`src/rtl/cbus_wrr_arbiter_if.sv`:
```
// Cached-bus transaction types plus the interface bundling the requester-side
// and memory-side request/response buses of the weighted round-robin arbiter.
package cbus_pkg;
  typedef struct packed {
    logic        valid;
    logic        is_write;
    logic [2:0]  size;
    logic [31:0] addr;
    logic [3:0]  strobe;
    logic [31:0] data;
    logic [7:0]  len;
  } cbus_req_t;

  typedef struct packed {
    logic        ready;
    logic        last;
    logic [31:0] data;
  } cbus_resp_t;
endpackage

interface cbus_wrr_arbiter_if #(
  parameter int NUM_REQ = 2
);
  import cbus_pkg::*;

  cbus_req_t  [NUM_REQ-1:0] ireqs;
  cbus_resp_t [NUM_REQ-1:0] iresps;
  cbus_req_t                oreq;
  cbus_resp_t               oresp;

  // master: the requesters plus memory that surround the arbiter
  modport master (output ireqs, oresp, input iresps, oreq);
  modport slave  (input ireqs, oresp, output iresps, oreq);
endinterface

```
`src/rtl/cbus_wrr_arbiter.sv`:
```
// Weighted round-robin, transaction-locked arbiter sharing one cbus master port.
// One idle arbitration cycle per grant; grant held until the last beat is accepted.
module cbus_wrr_arbiter
  import cbus_pkg::*;
#(
  parameter int NUM_REQ  = 2,
  parameter int WEIGHT_W = 4,
  parameter int TIMEOUT  = 1024,
  localparam int IDX_W   = (NUM_REQ > 1) ? $clog2(NUM_REQ) : 1
) (
  input  logic                         clk,
  input  logic                         reset,
  cbus_wrr_arbiter_if.slave            bus,
  input  logic [NUM_REQ*WEIGHT_W-1:0]  cfg_weight,
  output logic [IDX_W-1:0]             grant_idx,
  output logic                         busy,
  output logic                         timeout_err
);

  localparam logic [0:0] IDLE = 1'b0;
  localparam logic [0:0] BUSY = 1'b1;
  localparam int CNT_W = $clog2(TIMEOUT) + 1;
  localparam logic [CNT_W-1:0] STALL_MAX = CNT_W'(TIMEOUT - 1);

  logic [0:0]                         state_q, state_d;
  logic [IDX_W-1:0]                   sel_q, sel_d;
  logic [IDX_W-1:0]                   rr_ptr_q, rr_ptr_d;
  logic [NUM_REQ-1:0][WEIGHT_W-1:0]   credit_q, credit_d;
  logic                               fresh_q, fresh_d;
  logic [CNT_W-1:0]                   stall_cnt_q, stall_cnt_d;
  logic                               timeout_q, timeout_d;

  logic [NUM_REQ-1:0][WEIGHT_W-1:0]   eff_w;
  logic [NUM_REQ-1:0][WEIGHT_W-1:0]   credit_cur;
  logic [NUM_REQ-1:0]                 req_vld;
  logic [NUM_REQ-1:0]                 cand;

  // First set bit at or after ptr, cyclic; lowest offset wins.
  function automatic logic [IDX_W-1:0] pick(input logic [NUM_REQ-1:0] m,
                                            input logic [IDX_W-1:0]   ptr);
    logic [IDX_W-1:0] res;
    int idx;
    res = '0;
    for (int k = NUM_REQ - 1; k >= 0; k--) begin
      idx = (int'(ptr) + k) % NUM_REQ;
      if (m[idx]) res = IDX_W'(idx);
    end
    return res;
  endfunction

  // fresh_q stands in for "credits equal the configured weights" after reset,
  // so reset itself never has to load a non-constant value into credit_q.
  always_comb begin
    eff_w      = '0;
    credit_cur = '0;
    req_vld    = '0;
    cand       = '0;
    for (int i = 0; i < NUM_REQ; i++) begin
      eff_w[i]      = (cfg_weight[i*WEIGHT_W +: WEIGHT_W] == '0) ?
                      WEIGHT_W'(1) : cfg_weight[i*WEIGHT_W +: WEIGHT_W];
      credit_cur[i] = fresh_q ? eff_w[i] : credit_q[i];
      req_vld[i]    = bus.ireqs[i].valid;
      cand[i]       = req_vld[i] && (credit_cur[i] != '0);
    end
  end

  always_comb begin
    state_d     = state_q;
    sel_d       = sel_q;
    rr_ptr_d    = rr_ptr_q;
    credit_d    = credit_q;
    fresh_d     = fresh_q;
    stall_cnt_d = stall_cnt_q;
    timeout_d   = timeout_q;
    bus.oreq    = '0;
    bus.iresps  = '0;

    case (state_q)
      IDLE: begin
        stall_cnt_d = '0;
        if (|cand) begin
          sel_d    = pick(cand, rr_ptr_q);
          credit_d = credit_cur;
          fresh_d  = 1'b0;
          state_d  = BUSY;
        end else if (|req_vld) begin
          // every waiting requester is out of credit: open a new window
          sel_d    = pick(req_vld, rr_ptr_q);
          credit_d = eff_w;
          fresh_d  = 1'b0;
          state_d  = BUSY;
        end
      end

      BUSY: begin
        bus.oreq          = bus.ireqs[sel_q];
        bus.iresps[sel_q] = bus.oresp;
        if (bus.oresp.ready) begin
          stall_cnt_d = '0;
          if (bus.oresp.last) begin
            if (credit_q[sel_q] != '0)
              credit_d[sel_q] = credit_q[sel_q] - WEIGHT_W'(1);
            rr_ptr_d = (sel_q == IDX_W'(NUM_REQ - 1)) ? '0 : sel_q + IDX_W'(1);
            state_d  = IDLE;
          end
        end else begin
          if (stall_cnt_q != STALL_MAX) stall_cnt_d = stall_cnt_q + CNT_W'(1);
          if (stall_cnt_d == STALL_MAX) timeout_d = 1'b1;
        end
      end

      default: state_d = IDLE;
    endcase
  end

  always_ff @(posedge clk or posedge reset) begin
    if (reset) begin
      state_q     <= IDLE;
      sel_q       <= '0;
      rr_ptr_q    <= '0;
      credit_q    <= '0;
      fresh_q     <= 1'b1;
      stall_cnt_q <= '0;
      timeout_q   <= 1'b0;
    end else begin
      state_q     <= state_d;
      sel_q       <= sel_d;
      rr_ptr_q    <= rr_ptr_d;
      credit_q    <= credit_d;
      fresh_q     <= fresh_d;
      stall_cnt_q <= stall_cnt_d;
      timeout_q   <= timeout_d;
    end
  end

  assign grant_idx   = sel_q;
  assign busy        = (state_q == BUSY);
  assign timeout_err = timeout_q;

endmodule

```
`src/flat_wrapper.sv`:
```
// flat-port wrapper written by rule: the top's interface ports become plain ports
module cbus_wrr_arbiter_flat import cbus_pkg::*;
#(
  parameter int NUM_REQ  = 2,
  parameter int WEIGHT_W = 4,
  parameter int TIMEOUT  = 1024,
  localparam int IDX_W   = (NUM_REQ > 1) ? $clog2(NUM_REQ) : 1
)
  (clk, reset, cfg_weight, grant_idx, busy, timeout_err, bus_ireqs, bus_oresp, bus_iresps, bus_oreq);
  cbus_wrr_arbiter_if #(.NUM_REQ(NUM_REQ)) bus_i ();
  input  logic clk;
  input  logic reset;
  input  logic [NUM_REQ*WEIGHT_W-1:0] cfg_weight;
  output logic [IDX_W-1:0] grant_idx;
  output logic busy;
  output logic timeout_err;
  input wire logic [$bits(bus_i.ireqs)-1:0] bus_ireqs;
  input wire logic [$bits(bus_i.oresp)-1:0] bus_oresp;
  output wire logic [$bits(bus_i.iresps)-1:0] bus_iresps;
  output wire logic [$bits(bus_i.oreq)-1:0] bus_oreq;
  assign bus_i.ireqs = bus_ireqs;
  assign bus_i.oresp = bus_oresp;
  assign bus_iresps = bus_i.iresps;
  assign bus_oreq = bus_i.oreq;
  cbus_wrr_arbiter #(.NUM_REQ(NUM_REQ), .WEIGHT_W(WEIGHT_W), .TIMEOUT(TIMEOUT)) u_core (.clk(clk), .reset(reset), .bus(bus_i), .cfg_weight(cfg_weight), .grant_idx(grant_idx), .busy(busy), .timeout_err(timeout_err));
endmodule
```
`config.mk`:
```
export PLATFORM = sky130hd
export DESIGN_NAME = cbus_wrr_arbiter_flat
export DESIGN_NICKNAME = d
export VERILOG_FILES = /design/src/rtl/cbus_wrr_arbiter_if.sv /design/src/rtl/cbus_wrr_arbiter.sv /design/src/flat_wrapper.sv
export SDC_FILE = /design/constraint.sdc
export NUM_CORES = 1
export LEC_CHECK = 0
export BUFFER_PORTS_ARGS = -buffer_cell sky130_fd_sc_hd__buf_4
export CAP_MARGIN = 10
export CORE_AREA = 2 2 137 139
export CTS_CLUSTER_SIZE = 24
export DETAILED_ROUTE_END_ITERATION = 7
export DIE_AREA = 0 0 139 141
export SLEW_MARGIN = 20
export SYNTH_ARGS = -nofsm -noshare
export SYNTH_HDL_FRONTEND = slang
export SYNTH_SLANG_ARGS = --single-unit
```
`constraint.sdc`:
```
create_clock -name clk -period 2 [get_ports clk]
set_clock_uncertainty 0.2 [all_clocks]
set_input_delay 0.4 -clock clk [delete_from_list [all_inputs] [get_ports clk]]
set_output_delay 0.4 -clock clk [all_outputs]
set_load 0.1 [all_outputs]
```
# After elaboration in Yosys (flattened, before gate mapping)
# Cells that the tools add are included.
# classes
addsub	4
n_mul	0
div	0
n_lt_le_gt_ge	4
n_eq_ne	6
n_shift	0
n_mux	50
bitwise	4
reduce_logical	15
# op_table
operator	count
$mux W81	3
$and A68 B68 Y68	1
$mux W68	1
$mux W11	4
$mux W8	5
$demux W34 S1	1
$mux W34	1
$mux W4	7
$mux W1	23
$pmux W11 S2	1
$pmux W8 S2	1
$reduce_bool A4 Y1	3
$add A11 B1 Y11 const B	1
$eq A11 B10 Y1 const B	1
$ne A11 B10 Y1 const B	1
$bwmux W8	1
$logic_not A4 Y1	2
$ne A2 B2 Y1 const B	3
$reduce_and A3 Y1	2
$demux W4 S1	1
$lt A1 B2 Y1 const B	2
$reduce_and A4 Y1	1
$reduce_or A2 Y1	2
$sub A4 B1 Y4 const B	1
other kinds (10)	14
# word_totals
reg_bits	24
latch_bits	0
mem_bits_rw	0
mem_bits_ro	0
input_bits	206
out_inout_bits	152
word_cells	91
mem_count	0

# Depth between registers and ports, before layout
# depth
word_depth	11
mapped_depth	8
depth_no_buf	6

# Worst setup path before layout
# No wires, ideal clock.
# synth_timing
path_type	flip-flop to output port
start	register u_core.sel_q (netlist: u_core.grant_idx)
end	output bus_oreq[76]
arrival_time_ns	3.260
path_slack_ns	-1.860
path_stages_with_launch	7
n_path_buf	4
cell_sequence	dfrtp_1 -> buf_2 -> buf_6 -> clkbuf_1 -> clkbuf_1 -> mux2i_1 -> nor2_1
# synth_via
elab_chain_len	3
# synth_lines
element	line	rtl
start, declared	cbus_wrr_arbiter.sv:26	logic [IDX_W-1:0] sel_q, sel_d;
start signal, assigned	cbus_wrr_arbiter.sv:127	sel_q <= sel_d;
$mux W81 (implied by the code) (2 in a row)	cbus_wrr_arbiter.sv:96	bus.oreq = bus.ireqs[sel_q];
$mux W81	cbus_wrr_arbiter.sv:78	case (state_q)
end, declared	flat_wrapper.sv:20	output wire logic [$bits(bus_i.oreq)-1:0] bus_oreq;
# Every way passes these cells. The select of a mux whose other input is x is not followed.

# Final worst setup path
# layout_timing
start	register u_core.sel_q (netlist: u_core.grant_idx)
end	output bus_oreq[25]
# The elaborated chain is that of the path after synthesis.

==> impl_metrics.yaml <==
sta:
  rsz_0062_raised_after_global_routing: "yes"
  maxSlewHeadroom: 0.684
  clock.fmax_ghz: 0.423
  timing.final.crit_share: 1.18
  setup-violations-final: 156
  final-max-slew-violation-count: 0
  worst_slew_pin_slew_ns: 0.470
  fin_crit_period_ns: 2.36
  layout_setup_ws_ns: -0.363
  final.setup.tns_ns: -43.20
  timing_hold_violations_final: 0
clock_network:
  clk_root_buffer_cell: "sky130_fd_sc_hd__clkbuf_16"
  numCtsBuffers: 3
  clock-sinks: 24
  tritoncts: "built"
  clk-insertion-delay-late_ns: 0.26
  htree_levels: 1
  cts_max_path_buffers: 2
  clkTransAtPathRegs_ns: 0.07
worst_setup_path:
  critPathTopFamily: "buffers and inverters"
  worst-endpoint-arrival_ns: 1.76
  worstReg2RegEnd: "u_core.credit_q[5]"
  worst_ep_required_time_ns: 1.40
  worst_setup_path_start_kind: "flip-flop"
  regToRegSetupSlack_ns: -0.36
  path_max_fanout: 7
  path_buf_inv: 4
  criticalPathCategory: "reg2out"
  cpPeakStageDelay_ns: 0.51
  endpoint_class_of_the_critical_path: "output pin"
  worst_path_max_delay_cell: "sky130_fd_sc_hd__dfrtp_4"
  critical-path-top-cell-by-count: "sky130_fd_sc_hd__buf_12"
  startpoint_of_the_worst_slack_reg_to_reg_timing_path: "u_core.grant_idx"
  r2r_cells: 8
  cells_along_the_critical_path: "buf_8 -> buf_12 -> clkbuf_16 -> mux2i_4 -> nor2_4 -> buf_12"
grt:
  grt_pass1_wl_mm: 30.6
  antenna_found_initial: 3
  first_global_vias: 5098
  grt_max_degree: 35
  gr-usage-all-layers: 0.197
  grt_overflow_total: 0
yosys:
  synth_async_sr_flop_share: 1.00
  synth-simple-area-share: 0.351
  synth_nets: 638
  synth-compound-area-share: 0.0936
  synth_adder_area_share: 0.0110
  synthesis.area_um2: 3180
  yosys.area_share.xor_xnor: 0.0165
  share_of_synthesized_area_occupied_by_flip_flops_and_latches: 0.189
  synth_edf_count: 0
  dominantRegCellSynth: "sky130_fd_sc_hd__dfrtp_1"
  yosys_register_bits: 24
  ys_types: 48
  synth_cells: 430
  synthMuxAreaShare: 0.277
  synth_top_family_by_area: "simple AND/OR/NAND/NOR gates"
  syn_avg_cell_area_um2: 7.40
  yosys_warnings: 0
die:
  floorplan.die.height_um: 141
  die_area_um2: 19600
  start_util: 0.174
  pin_count: 358
  die_width_um: 139
  placementRows: 50
  core_region_area_um2: 18300
run_status:
  status: "finished, violations left"
  violations: "negative setup slack"
drt:
  wl_per_cell_um: 20.3
  drtAntennaViolNets: 0
  post_drt_via_cell_ratio: 4.60
  drt_wl_total_mm: 22.0
  detail_route.drc_violations: 0
  firstDrtPassIters: 4
  detailroute.via_count: 4986
  first_iter_violations: 139
hold_path:
  endpoint_of_the_worst_hold_timing_path: "u_core.credit_q[1]"
  path_type_of_the_worst_min_delay_path: "in2reg"
  hold_path_startpoint: "cfg_weight[1]"
  hold_path_depth: 2
placed_design:
  placed_instance_area_um2: 7510
  buffer_ports.inserted: 357
  detailed_place_hpwl_mm: 14.9
  gpl.final_weighted_congestion: 0.856
power_and_ir_drop:
  leakage_power_of_the_design_nw: 4.55
  power_per_cell_area_nw_per_um2: 1170
  vdd_ir_drop_max_v: 0.000765
finish:
  fin_nets: 1059
  area_delta_synth_final_pct: 227
  antennaDiodeCount: 0
  drive_above_1_share: 0.818
  fin_area_um2: 10400
run:
  max_cap_violations: 0
## cell families (layout without fill, tap and decap cells)
| logic type | Yosys count | after routing |
|---|---|---|
| simple gates | 224 | 224 |
| mux | 88 | 88 |
| buf+inv | 43 | 463 |
| compound gates | 42 | 42 |
| flops | 24 | 24 |
| xor+xnor | 6 | 6 |
| fa+ha+maj | 3 | 3 |
## synthesized netlist by cell type, types with 2 or more instances
cell                       number  area (um2)
sky130_fd_sc_hd__ha_1           2        25.0
sky130_fd_sc_hd__buf_1          4        15.0
sky130_fd_sc_hd__xnor2_1        3        26.3
sky130_fd_sc_hd__a21oi_1        6        30.0
sky130_fd_sc_hd__o21ai_0       11        55.1
sky130_fd_sc_hd__o221ai_1       2        17.5
sky130_fd_sc_hd__or3_1          7        43.8
sky130_fd_sc_hd__a221o_1        4        40.0
sky130_fd_sc_hd__mux2i_1       88         881
sky130_fd_sc_hd__inv_1          6        22.5
sky130_fd_sc_hd__and2_1        37         231
sky130_fd_sc_hd__buf_2         10        50.1
sky130_fd_sc_hd__nor2_1        99         372
sky130_fd_sc_hd__a31oi_1        5        31.3
sky130_fd_sc_hd__nand2b_1       5        31.3
sky130_fd_sc_hd__nand3_1        7        35.0
sky130_fd_sc_hd__clkbuf_1      19        71.3
sky130_fd_sc_hd__nand4_1        2        12.5
sky130_fd_sc_hd__nor3_1        10        50.1
sky130_fd_sc_hd__o31ai_1        3        22.5
sky130_fd_sc_hd__or2_2          2        12.5
sky130_fd_sc_hd__dfrtp_1       23         576
sky130_fd_sc_hd__and3_1        36         225
sky130_fd_sc_hd__a41o_1         2        20.0
sky130_fd_sc_hd__xor2_1         3        26.3
sky130_fd_sc_hd__nand2_1       12        45.0
## cell usage in the layout (no fill, tap or decap), types with 4 or more instances in the layout
master / instances
sky130_fd_sc_hd__a21oi_1: 5
sky130_fd_sc_hd__a221o_1: 4
sky130_fd_sc_hd__a31oi_1: 5
sky130_fd_sc_hd__and2_4: 34
sky130_fd_sc_hd__and3_4: 34
sky130_fd_sc_hd__buf_12: 153
sky130_fd_sc_hd__buf_16: 4
sky130_fd_sc_hd__buf_4: 268
sky130_fd_sc_hd__buf_6: 13
sky130_fd_sc_hd__buf_8: 6
sky130_fd_sc_hd__clkbuf_16: 8
sky130_fd_sc_hd__dfrtp_1: 20
sky130_fd_sc_hd__inv_1: 6
sky130_fd_sc_hd__mux2i_1: 20
sky130_fd_sc_hd__mux2i_2: 45
sky130_fd_sc_hd__mux2i_4: 23
sky130_fd_sc_hd__nand2_1: 12
sky130_fd_sc_hd__nand2b_1: 4
sky130_fd_sc_hd__nand3_1: 6
sky130_fd_sc_hd__nor2_1: 26
sky130_fd_sc_hd__nor2_4: 71
sky130_fd_sc_hd__nor3_1: 8
sky130_fd_sc_hd__o21ai_0: 7
sky130_fd_sc_hd__o21ai_2: 4
sky130_fd_sc_hd__or3_1: 5
## layer usage
metal | wire length, um | vias to the layer above | part of all wire | GRT usage
met4 | 421 | 6 | 0.019 | 0.0292
met3 | 1560 | 34 | 0.071 | 0.0557
li1 | - | 2360 | - | -
met5 | 34 | - | 0.0015 | 0
met1 | 8550 | 2362 | 0.39 | 0.244
met2 | 11400 | 224 | 0.52 | 0.349
## repair_timing
action                     in CTS  in global routing
gates cloned                    4                  5
hold endpoints to repair       23                  0
hold buffers                    1                  0
gates resized for setup       492                 78
buffers inserted                8                  8
setup endpoints to repair     158                161
pin swaps                      23                 30
## final cells by class
type,count,area [um2]
clock buffers,3,75.1
clock inverters,1,30.0
repair buffers,452,5620
well taps,234,293
multi-input cells,363,3750
flip-flops and latches,24,611
fillers,1422,7860
inverters,7,33.8
## stage by stage
stage          total power, mW  setup WS [ns]  instances   util  hold WS (ns)
2_1_floorplan             7.04          -1.21        430      -         0.214
3_3_place_gp              8.73         -0.199       1055  0.411         0.267
3_5_place_dp              8.74         -0.212       1055  0.411         0.271
4_1_cts                   11.4         -0.350       1071  0.537         0.174
5_1_grt                   12.5         -0.442       1084  0.570         0.176
6_report                  12.2         -0.363       1084  0.570         0.177
## flip-flops by register name (all words and copies together) (netlist names)
register	cells
u_core.stall_cnt_q	11
u_core.timeout_err	1
u_core.busy	1
u_core.fresh_q	1
u_core.credit_q	8
u_core.grant_idx	1
u_core.rr_ptr_q	1
## worst max path at each step
stage                      from  slack [ns]  cells past startpoint            endpoint
2_1_floorplan       u_core.busy       -1.21                      5        bus_oreq[67]
6_report       u_core.grant_idx       -0.36                      6        bus_oreq[25]
3_5_place_dp   u_core.grant_idx       -0.21                      7  u_core.credit_q[5]
3_3_place_gp   u_core.grant_idx       -0.20                      7  u_core.credit_q[5]
5_1_grt        u_core.grant_idx       -0.44                      8  u_core.credit_q[5]
4_1_cts        u_core.grant_idx       -0.35                      6        bus_oreq[48]
## power by group
part / switching [mW] / total (mW) / internal [mW]
registers: 0.111 / 0.698 / 0.587
logic: 6.40 / 10.9 / 4.47
clock network: 0.180 / 0.578 / 0.398
Power figures use the tool's default switching activity.
